## src/rtl/if_fetch_unit.sv

```systemverilog
// IF stage and IF/ID pipeline register: owns the PC, addresses the synchronous instruction ROM,
// and holds, advances or flushes the instruction handed to ID while counting fetch/stall cycles.
module if_fetch_unit #(
  parameter logic [31:0] RESET_PC = 32'h0000_0000,
  parameter int          ADDR_W   = 14,
  parameter logic [31:0] NOP_INST = 32'h0000_0000
) (
  input  logic              clock,
  input  logic              reset,
  input  logic              WPC,
  input  logic              ID_stall,
  input  logic              redirect,
  input  logic [31:0]       redirect_pc,
  output logic [ADDR_W-1:0] imem_addr,
  input  logic [31:0]       imem_data,
  output logic [31:0]       IF_pc,
  output logic [31:0]       ID_pc,
  output logic [31:0]       ID_pc_plus4,
  output logic [31:0]       ID_inst,
  output logic              ID_valid,
  output logic              misalign,
  output logic              seq_err,
  output logic [31:0]       fetch_cnt,
  output logic [31:0]       stall_cnt
);

  typedef enum logic [1:0] {
    ID_RESET,
    ID_FLUSH,
    ID_HOLD,
    ID_LOAD
  } id_action_t;

  logic [31:0] next_pc;
  id_action_t  id_action;

  // NOTE: every variable written in always_comb gets a default first, so no path can infer a latch.
  always_comb begin
    next_pc   = IF_pc;
    id_action = ID_LOAD;
    if (reset) begin
      next_pc   = RESET_PC;
      id_action = ID_RESET;
    end else if (redirect) begin
      next_pc   = {redirect_pc[31:2], 2'b00};
      id_action = ID_FLUSH;
    end else begin
      if (WPC) next_pc = IF_pc + 32'd4;
      if (ID_stall) id_action = ID_HOLD;
    end
  end

  // The ROM registers this address, so imem_data always returns the word at IF_pc.
  assign imem_addr = next_pc[ADDR_W+1:2];

  // NOTE: sequential state uses non-blocking assignments so every register samples pre-edge values.
  always_ff @(posedge clock) begin
    IF_pc <= next_pc;
    unique case (id_action)
      ID_RESET: begin
        ID_pc       <= 32'h0;
        ID_pc_plus4 <= 32'h0;
        ID_inst     <= NOP_INST;
        ID_valid    <= 1'b0;
        misalign    <= 1'b0;
        seq_err     <= 1'b0;
        fetch_cnt   <= 32'h0;
        stall_cnt   <= 32'h0;
      end
      ID_FLUSH: begin
        ID_pc       <= 32'h0;
        ID_pc_plus4 <= 32'h0;
        ID_inst     <= NOP_INST;
        ID_valid    <= 1'b0;
      end
      ID_HOLD: begin
        stall_cnt <= stall_cnt + 32'd1;
        // A PC write during a stall drops the IF word; flag the hazard unit permanently.
        if (WPC) seq_err <= 1'b1;
      end
      ID_LOAD: begin
        ID_pc       <= IF_pc;
        ID_pc_plus4 <= IF_pc + 32'd4;
        ID_inst     <= imem_data;
        ID_valid    <= 1'b1;
        fetch_cnt   <= fetch_cnt + 32'd1;
      end
      default: ;
    endcase
    if (!reset) misalign <= redirect & (|redirect_pc[1:0]);
  end

endmodule

```

## config.mk

```make
export PLATFORM = sky130hd
export DESIGN_NAME = if_fetch_unit
export DESIGN_NICKNAME = d
export VERILOG_FILES = /design/src/rtl/if_fetch_unit.sv
export SDC_FILE = /design/constraint.sdc
export NUM_CORES = 1
export LEC_CHECK = 0
export CORE_MARGIN = 10
export CORE_UTILIZATION = 40
export DETAILED_ROUTE_END_ITERATION = 16
export GPL_ROUTABILITY_DRIVEN = 0
export PLACE_DENSITY = 0.72
export REMOVE_ABC_BUFFERS = 1
export SLEW_MARGIN = 20
export SYNTH_ARGS = -nofsm -noshare
export SYNTH_HDL_FRONTEND = slang
export SYNTH_SLANG_ARGS = --single-unit
```

## constraint.sdc

```tcl
create_clock -name clock -period 4.2 [get_ports clock]
set_clock_uncertainty 0.1 [all_clocks]
set_input_delay 0.42 -clock clock [delete_from_list [all_inputs] [get_ports clock]]
set_output_delay 0.42 -clock clock [all_outputs]
set_load 0.01 [all_outputs]
```

# Word level (Yosys, flattened, before mapping)
# Index checks and enable logic that the tools add are counted.
dict set report op_classes {
  n_addsub 3
  muxes 16
  eq_ne 5
  reduce_logical 9
  bitwise_logic 1
}
# operator n
set op_table {}
lappend op_table {{$pmux W32 S2} 5}
lappend op_table {{$add A32 B1 Y32 const B} 2}
lappend op_table {{$mux W32} 2}
lappend op_table {{$add A32 B3 Y32 const B} 1}
lappend op_table {{$mux W16} 1}
lappend op_table {{$reduce_bool A2 Y1} 4}
lappend op_table {{$reduce_or A2 Y1} 3}
lappend op_table {{$eq A2 B2 Y1 const B} 2}
lappend op_table {{$mux W1} 4}
lappend op_table {{$mux W2} 2}
lappend op_table {{$pmux W1 S2} 2}
lappend op_table {{$eq A2 B1 Y1 const B} 1}
lappend op_table {{$logic_not A2 Y1} 1}
lappend op_table {{$ne A2 B1 Y1 const B} 1}
lappend op_table {{$ne A2 B2 Y1 const B} 1}
lappend op_table {{$reduce_and A2 Y1} 1}
lappend op_table {{$and A1 B1 Y1} 1}
dict set report word_totals {
  in_bits 69
  word_cells 45
  output_inout_bits 209
  ff_bits 195
}

# Logic depth before layout (Yosys ltp)
# Gate-level depths: netlist of the first run.
dict set report logic_depth {
  word_depth 6
  mapped_depth 9
  mapped_depth_nobuf 6
}

# Worst setup path after synthesis of the first run
# No wires, ideal clock.
dict set report synth_path {
  path_kind {input -> register}
  from {input port reset}
  to {register ID_inst[0], enable pin}
  t_arrival_ns 3.540
  n_path_buf 2
  path_stages 6
  t_required_ns 3.653
  setup_time_ns 0.447
  setup_slack_ns 0.113
  path_cell_list {clkbuf_1 -> clkbuf_1 -> a21oi_1 -> inv_1 -> ha_1 -> inv_1}
}
dict set report synth_via {
  elab_chain_cells 4
  word_cells_on_any_way 6
  cone_classes {eq/ne: 2; mux: 1; reduce/logical: 3}
}
# item line_no
set synth_rtl {}
lappend synth_rtl {{from (decl)} 9} ;# input logic reset,
lappend synth_rtl {{$mux W2 (*)} 41} ;# if (reset) begin
lappend synth_rtl {{$eq A2 B1 Y1 or $logic_not A2 Y1 (tied branches)} 59} ;# unique case (id_action)
lappend synth_rtl {{$reduce_or A2 Y1 (no line)} n/a}
lappend synth_rtl {{$reduce_bool A2 Y1 (no line) (*)} n/a}
lappend synth_rtl {{to (signal assigned)} 84} ;# ID_inst <= imem_data;
lappend synth_rtl {{to (decl)} 19} ;# output logic [31:0] ID_inst,
# Every way passes the cells marked *; elsewhere a longest branch is shown, timed or not.
# A chain may end at the register's enable or synchronous reset.

# Final worst setup path of the first run
dict set report layout_path {
  from {register IF_pc[6]}
  to {output port imem_addr[13]}
}
dict set report layout_via {
  elab_chain_cells 4
}
# item line_no
set layout_rtl {}
lappend layout_rtl {{from (decl)} 16} ;# output logic [31:0] IF_pc,
lappend layout_rtl {{from (signal assigned)} 58} ;# IF_pc <= next_pc;
lappend layout_rtl {{$add A32 B3 Y32} 48} ;# if (WPC) next_pc = IF_pc + 32'd4;
lappend layout_rtl {{$mux W32} 48}
lappend layout_rtl {{$mux W32} 44} ;# end else if (redirect) begin
lappend layout_rtl {{$mux W16} 41}
lappend layout_rtl {{to (decl)} 14} ;# output logic [ADDR_W-1:0] imem_addr,
# No other way between the ends. The select of a mux whose other input is x is not followed.

==> results of run 1 <==
==> registers in the layout, indices dropped and copies added (netlist names) <==
register     flops
misalign         1
fetch_cnt       32
IF_pc           30
ID_valid         1
ID_pc_plus4     30
ID_pc           30
ID_inst         32
seq_err          1
stall_cnt       32
==> how the worst min path moves through the flow <==
stage                                      start  slack [ns]                endpoint
after global placement    IF_pc[20]$_SDFFE_PP0P_        0.46  IF_pc[20]$_SDFFE_PP0P_
after floorplan                            reset        0.39  IF_pc[16]$_SDFFE_PP0P_
after CTS                        redirect_pc[23]        0.45  IF_pc[23]$_SDFFE_PP0P_
after global routing             redirect_pc[17]        0.48  IF_pc[17]$_SDFFE_PP0P_
after detailed placement  IF_pc[24]$_SDFFE_PP0P_        0.46  IF_pc[24]$_SDFFE_PP0P_
final                             redirect_pc[2]        0.47        IF_pc[2]$_DFF_P_
==> through the flow <==
stage	area (um^2)	utilization [%]	setup TNS (ns)	setup slack, ns	total power (W)
3_3_place_gp	12300	54.2	0	0.692	0.00297
5_1_grt	13000	57.0	0	0.296	0.00478
2_1_floorplan	9100	-	-10.64	-0.114	0.00253
6_report	13000	57.0	0	0.504	0.00462
3_5_place_dp	12300	54.2	0	0.649	0.00298
4_1_cts	13000	57.0	0	0.528	0.00465
==> worst reg2reg max path: stages, from the launching register on <==
cell,delay (ns)
sky130_fd_sc_hd__dfxtp_1,0.45
sky130_fd_sc_hd__ha_1,0.24
sky130_fd_sc_hd__nand3_1,0.09
sky130_fd_sc_hd__buf_4,0.20
sky130_fd_sc_hd__or4_1,0.47
sky130_fd_sc_hd__buf_4,0.23
sky130_fd_sc_hd__nor3_1,0.28
sky130_fd_sc_hd__mux2_2,0.37
==> where the power goes <==
part | internal [W] | switching [W] | total, W
Combinational | 0.000341 | 0.000295 | 0.000636
Clock | 0.000828 | 0.000865 | 0.00169
Sequential | 0.00216 | 0.000129 | 0.00229
==> cell usage in the layout, fill, tap and decap left out, types with 7 or more instances in the layout <==
cell,Yosys,layout
sky130_fd_sc_hd__nand2_1,42,42
sky130_fd_sc_hd__and2_1,64,64
sky130_fd_sc_hd__buf_4,6,15
sky130_fd_sc_hd__edfxtp_1,159,159
sky130_fd_sc_hd__nor3_1,17,17
sky130_fd_sc_hd__mux2_2,8,8
sky130_fd_sc_hd__xor2_1,15,15
sky130_fd_sc_hd__nor2_1,75,75
sky130_fd_sc_hd__clkdlybuf4s50_1,0,271
sky130_fd_sc_hd__and3_1,10,10
sky130_fd_sc_hd__and4_1,15,15
sky130_fd_sc_hd__clkbuf_16,0,17
sky130_fd_sc_hd__a311oi_1,17,17
sky130_fd_sc_hd__nand4_1,28,28
sky130_fd_sc_hd__a21oi_1,57,57
sky130_fd_sc_hd__or3_1,35,35
sky130_fd_sc_hd__dfxtp_1,30,30
sky130_fd_sc_hd__or4_1,42,42
sky130_fd_sc_hd__a211oi_1,7,7
sky130_fd_sc_hd__o21ai_0,37,37
sky130_fd_sc_hd__inv_1,25,22
sky130_fd_sc_hd__nand3_1,31,31
sky130_fd_sc_hd__xnor2_1,19,19
sky130_fd_sc_hd__o31ai_1,35,35
==> cell type report <==
| type | instances | area, um^2 |
|---|---|---|
| fill | 1947 | 9810 |
| inverter | 25 | 96.3 |
| timing repair buffer | 287 | 2850 |
| clock inverter | 15 | 204 |
| tap | 313 | 392 |
| multi-input combinational | 594 | 3630 |
| sequential | 189 | 5380 |
| clock buffer | 17 | 425 |
==> routing by layer <==
metal	track usage (%)	up-vias	routed length [um]
met5	0	-	13
met4	3.56	2	208
met3	7.25	16	2840
met2	29.5	316	13600
met1	22.2	3810	11700
li1	-	3753	-
==> cells by family (layout without fill, tap and decap cells) <==
logic type               Yosys count  after routing  synth area share (%)
other                              1              6                0.0402
AO/OA/AOI/OAI                    160            160                  10.7
AND/OR/NAND/NOR                  376            376                  22.6
XOR/XNOR                          34             34                  3.19
multiplexers                      11             11                  1.29
buffers and inverters             85            344                  3.73
flip-flops                       189            189                  57.6
adder cells (fa/ha/maj)            7              7                 0.938
==> reports/qor.json, run 1 <==
{
  "run_status": {
    "outcome": "complete, no violations"
  },
  "critical_path": {
    "arrival_time_at_the_worst_endpoint_ns": 3.18,
    "r2r.worst_path.cells": 7,
    "timing.critical_path.required_ns": 3.68,
    "r2r_start": "IF_pc[2]$_DFF_P_",
    "startpoint": "IF_pc[6]$_DFF_P_",
    "critPathLaunchType": "flop",
    "crit_family": "simple AND/OR/NAND/NOR gates",
    "endpoint": "imem_addr[13]",
    "worst_setup_path_end_kind": "primary output",
    "crit_path_cell_trace": "and4_1 > nand3_1 > or4_1 > a311oi_1 > clkdlybuf4s50_1",
    "criticalPathCategory": "reg2out",
    "r2r-end": "ID_pc_plus4[26]$_SDFFCE_PN0P_",
    "path_depth": 5,
    "worstPathBufferInverterCount": 1,
    "timing.critical_path.slowest_stage_cell": "sky130_fd_sc_hd__clkdlybuf4s50_1",
    "critical-path-max-stage-delay_ns": 0.63,
    "critical_path.max_fanout": 10,
    "ff2ff_setup_slack_ns": 1.53
  },
  "drt": {
    "detail-route-antenna-nets": 0,
    "remaining_drc_errors": 0,
    "first_iter_violations": 882,
    "vias": 7897,
    "dr_wl_cell_um": 19.7,
    "drt-total-wl_um": 28300,
    "routed_via_density": 5.48,
    "dr.pass1.iters": 6
  },
  "sta": {
    "hold_violations": 0,
    "finalMaxSlewViolations": 0,
    "timing.hold.ws_ns": 0.468,
    "post-route-period-util_pct": 88.0,
    "setup-violations-final": 0,
    "timing.final.crit_period_ns": 3.70,
    "slew-limit-headroom_pct": 33.9,
    "tightest_slew_ns": 0.991,
    "fmax_ghz": 0.271,
    "grt_setup_unrepaired": "no"
  },
  "cts": {
    "cts_hold_repair.buffers": 0,
    "post_cts_resized": 0,
    "clock_tree.htree_level_count": 4,
    "clock_latency_ns": 0.44,
    "cts_root_buffer": "sky130_fd_sc_hd__clkbuf_16",
    "postCtsSetupRepairBufs": 0,
    "clock_path_buffers": 2,
    "cts_buffers": 17,
    "tritoncts_clock_tree": "done",
    "worst_setup_hold_path_clk_slew_ns": 0.08,
    "cts_sinks": 189
  },
  "final_layout": {
    "finalNetCount": 1190,
    "diodes": 0,
    "area_overhead_of_the_layout_relative_to_synthesis_pct": 38.9,
    "final_cells": 1440,
    "drive_above_1_share_pct": 5.68
  },
  "logic_synthesis": {
    "post-synth-top-area-cell": "sky130_fd_sc_hd__edfxtp_1",
    "synth_top_cells_by_area": "sky130_fd_sc_hd__edfxtp_1 51%, sky130_fd_sc_hd__dfxtp_1 6.4%, sky130_fd_sc_hd__and2_1 4.3%, sky130_fd_sc_hd__or4_1 3.4%, sky130_fd_sc_hd__a21oi_1 3.1%",
    "sequential_area_share_after_synthesis_pct": 57.6,
    "post_synth.cell_area_avg_um2": 10.8,
    "post_synth_num_cell_types": 43,
    "synth.cells.most_frequent": "159 x sky130_fd_sc_hd__edfxtp_1, 75 x sky130_fd_sc_hd__nor2_1, 64 x sky130_fd_sc_hd__and2_1, 57 x sky130_fd_sc_hd__a21oi_1",
    "post_synth_inst_count": 863,
    "ys_warn_count": 0,
    "synth.most_common_cell": "sky130_fd_sc_hd__edfxtp_1",
    "synth_ff_type": "sky130_fd_sc_hd__edfxtp_1",
    "synth.ff_latch_count": 189,
    "synthDominantCellAreaShare_pct": 51.1,
    "syn_area_um2": 9340,
    "synth-edff-count": 159,
    "ys_async_sr_fraction_pct": 0
  },
  "power_and_ir_drop": {
    "power_density_nw_per_um2": 356,
    "vdd_ir_drop_max_uv": 230,
    "power.static_leakage_nw": 4.38
  },
  "global_routing": {
    "grt_usage_pct": 18.1,
    "gr-total-overflow": 0,
    "grt_pass1_vias": 7487,
    "global_route_wire_length_before_repair_um": 43900,
    "largest_net_degree_at_the_start_of_global_routing": 62,
    "antenna_found_initial": 1
  },
  "die": {
    "placementRows": 55,
    "fp.coreArea_um2": 22800,
    "die_width_um": 173,
    "io_count": 278,
    "initial_utilization_pct": 41.0,
    "die_height_um": 173,
    "fp.dieArea_um2": 29900
  },
  "worst_hold_path": {
    "hold_path_class": "in2reg",
    "worst_hold_path.num_cells": 3
  },
  "placement": {
    "hpwl_um": 20400,
    "port_buffers": 271,
    "placed_cells_incl_taps": 1408
  },
  "flow_run": {
    "max-cap-violations": 0
  }
}
No activity file was read; power rests on OpenSTA's default activity.
==> run 2: changes to the inputs <==
CTS_CLUSTER_DIAMETER = 120   (was default)
SLEW_MARGIN = 40   (was 20)
==> reports/qor.json, run 2 (synthesis results as in run 1) <==
{
  "sta": {
    "post-route-period-util_pct": 87.9,
    "grt_setup_unrepaired": "no",
    "final_critical_path_setup_slack_ns": 0.508,
    "timing.final.crit_period_ns": 3.69,
    "setup-violations-final": 0,
    "slew-limit-headroom_pct": 58.1,
    "hold_violations": 0,
    "tightest_slew_ns": 0.629,
    "finalMaxSlewViolations": 0,
    "fmax_ghz": 0.271
  },
  "drt": {
    "remaining_drc_errors": 0,
    "detail-route-antenna-nets": 0,
    "drt-total-wl_um": 28300,
    "first_iter_violations": 882,
    "dr_wl_cell_um": 19.6,
    "dr.pass1.iters": 6,
    "routed_via_density": 5.49,
    "vias": 7901
  },
  "power_and_ir_drop": {
    "vdd_ir_drop_max_uv": 229,
    "power_density_nw_per_um2": 356,
    "power.static_leakage_nw": 4.37
  },
  "global_routing": {
    "grt_usage_pct": 18.1,
    "global_route_wire_length_before_repair_um": 43900,
    "gr-total-overflow": 0,
    "antenna_found_initial": 1,
    "largest_net_degree_at_the_start_of_global_routing": 62,
    "grt_pass1_vias": 7487
  },
  "final_layout": {
    "n_fill_cell": 1947,
    "diodes": 0,
    "mostFrequentLayoutCell": "sky130_fd_sc_hd__clkdlybuf4s50_1",
    "finalNetCount": 1190,
    "drive_above_1_share_pct": 5.77,
    "layout.cells.most_common_list": "271 x sky130_fd_sc_hd__clkdlybuf4s50_1, 159 x sky130_fd_sc_hd__edfxtp_1, 75 x sky130_fd_sc_hd__nor2_1",
    "fin_area_um2": 13000,
    "fin_util_pct": 57.0,
    "top_registers": "ID_inst: 32 flops, fetch_cnt: 32 flops, stall_cnt: 32 flops",
    "area_overhead_of_the_layout_relative_to_synthesis_pct": 38.9,
    "final_cells": 1440
  },
  "critical_path": {
    "r2r-end": "ID_pc_plus4[26]$_SDFFCE_PN0P_",
    "critPathLaunchType": "flop",
    "r2r.worst_path.cells": 7,
    "worst_setup_path_end_kind": "primary output",
    "arrival_time_at_the_worst_endpoint_ns": 3.17,
    "timing.critical_path.required_ns": 3.68,
    "criticalPathCategory": "reg2out",
    "ff2ff_setup_slack_ns": 1.53,
    "critical_path.max_fanout": 10,
    "r2r_start": "IF_pc[2]$_DFF_P_"
  },
  "die": {
    "placementRows": 55,
    "initial_utilization_pct": 41.0,
    "die_width_um": 173,
    "die_height_um": 173,
    "io_count": 278,
    "fp.coreArea_um2": 22800,
    "fp.dieArea_um2": 29900
  },
  "placement": {
    "placed_cells_incl_taps": 1408,
    "hpwl_um": 20400,
    "place_worst_setup_slack_ns": 0.649,
    "port_buffers": 271,
    "placedInstanceArea_um2": 12300
  },
  "cts": {
    "post_cts_resized": 0,
    "cts_hold_repair.buffers": 0,
    "worst_setup_hold_path_clk_slew_ns": 0.08,
    "clock_path_buffers": 2,
    "cts_root_buffer": "sky130_fd_sc_hd__clkbuf_16",
    "clock_latency_ns": 0.44,
    "cts_buffers": 17,
    "postCtsSetupRepairBufs": 0,
    "clock_tree.htree_level_count": 4,
    "tritoncts_clock_tree": "done",
    "cts_sinks": 189
  },
  "worst_hold_path": {
    "worstHoldEndpoint": "IF_pc[2]$_DFF_P_",
    "hold_path_class": "in2reg",
    "timing.hold.worst.start": "redirect_pc[2]",
    "worst_hold_path.num_cells": 3
  },
  "run_status": {
    "outcome": "complete, no violations"
  },
  "flow_run": {
    "max-cap-violations": 0
  }
}
[run 2: worst max path at each step]
stage	endpoint	from	depth (start not counted)	slack, ns
after floorplan	ID_inst[0]$_SDFFCE_PN0P_	redirect	5	-0.11
after global placement	imem_addr[13]	WPC	5	0.69
after detailed placement	imem_addr[13]	WPC	5	0.65
after CTS	imem_addr[13]	IF_pc[6]$_DFF_P_	5	0.53
after global routing	imem_addr[13]	IF_pc[6]$_DFF_P_	5	0.30
final	imem_addr[13]	IF_pc[6]$_DFF_P_	5	0.51
[run 2: area by class of cell]
| cell class | count | area [um^2] | area share, % |
|---|---|---|---|
| flip-flops and latches | 189 | 5380 | 41.4 |
| multi-input cells | 594 | 3630 | 28.0 |
| repair buffers | 287 | 2850 | 21.9 |
| clock buffers | 17 | 425 | 3.28 |
| well taps | 313 | 392 | 3.02 |
| clock inverters | 15 | 204 | 1.57 |
| inverters | 25 | 96.3 | 0.743 |
[run 2: power breakdown]
part / switching (W) / internal, W
logic: 0.000295 / 0.000341
registers: 0.000129 / 0.00216
clock network: 0.000862 / 0.000828
total: 0.00129 / 0.00333
[run 2: per-layer routing]
metal | track usage [%] | wire (um)
met1 | 22.2 | 11700
met2 | 29.5 | 13600
met3 | 7.25 | 2780
met4 | 3.56 | 221
met5 | 0 | 13
[run 2: critical path, stage by stage (launching register included)]
cell                              delay [ns]
sky130_fd_sc_hd__dfxtp_1                0.55
sky130_fd_sc_hd__and4_1                 0.37
sky130_fd_sc_hd__nand3_1                0.31
sky130_fd_sc_hd__or4_1                  0.56
sky130_fd_sc_hd__a311oi_1               0.32
sky130_fd_sc_hd__clkdlybuf4s50_1        0.63
[run 2: per-stage QoR]
step	TNS [ns]	hold WS, ns	power (W)
floorplan	-10.64	0.392	0.00253
global placement	0	0.458	0.00297
CTS	0	0.454	0.00465
finish	0	0.468	0.00462
detailed placement	0	0.465	0.00298
global route	0	0.482	0.00478
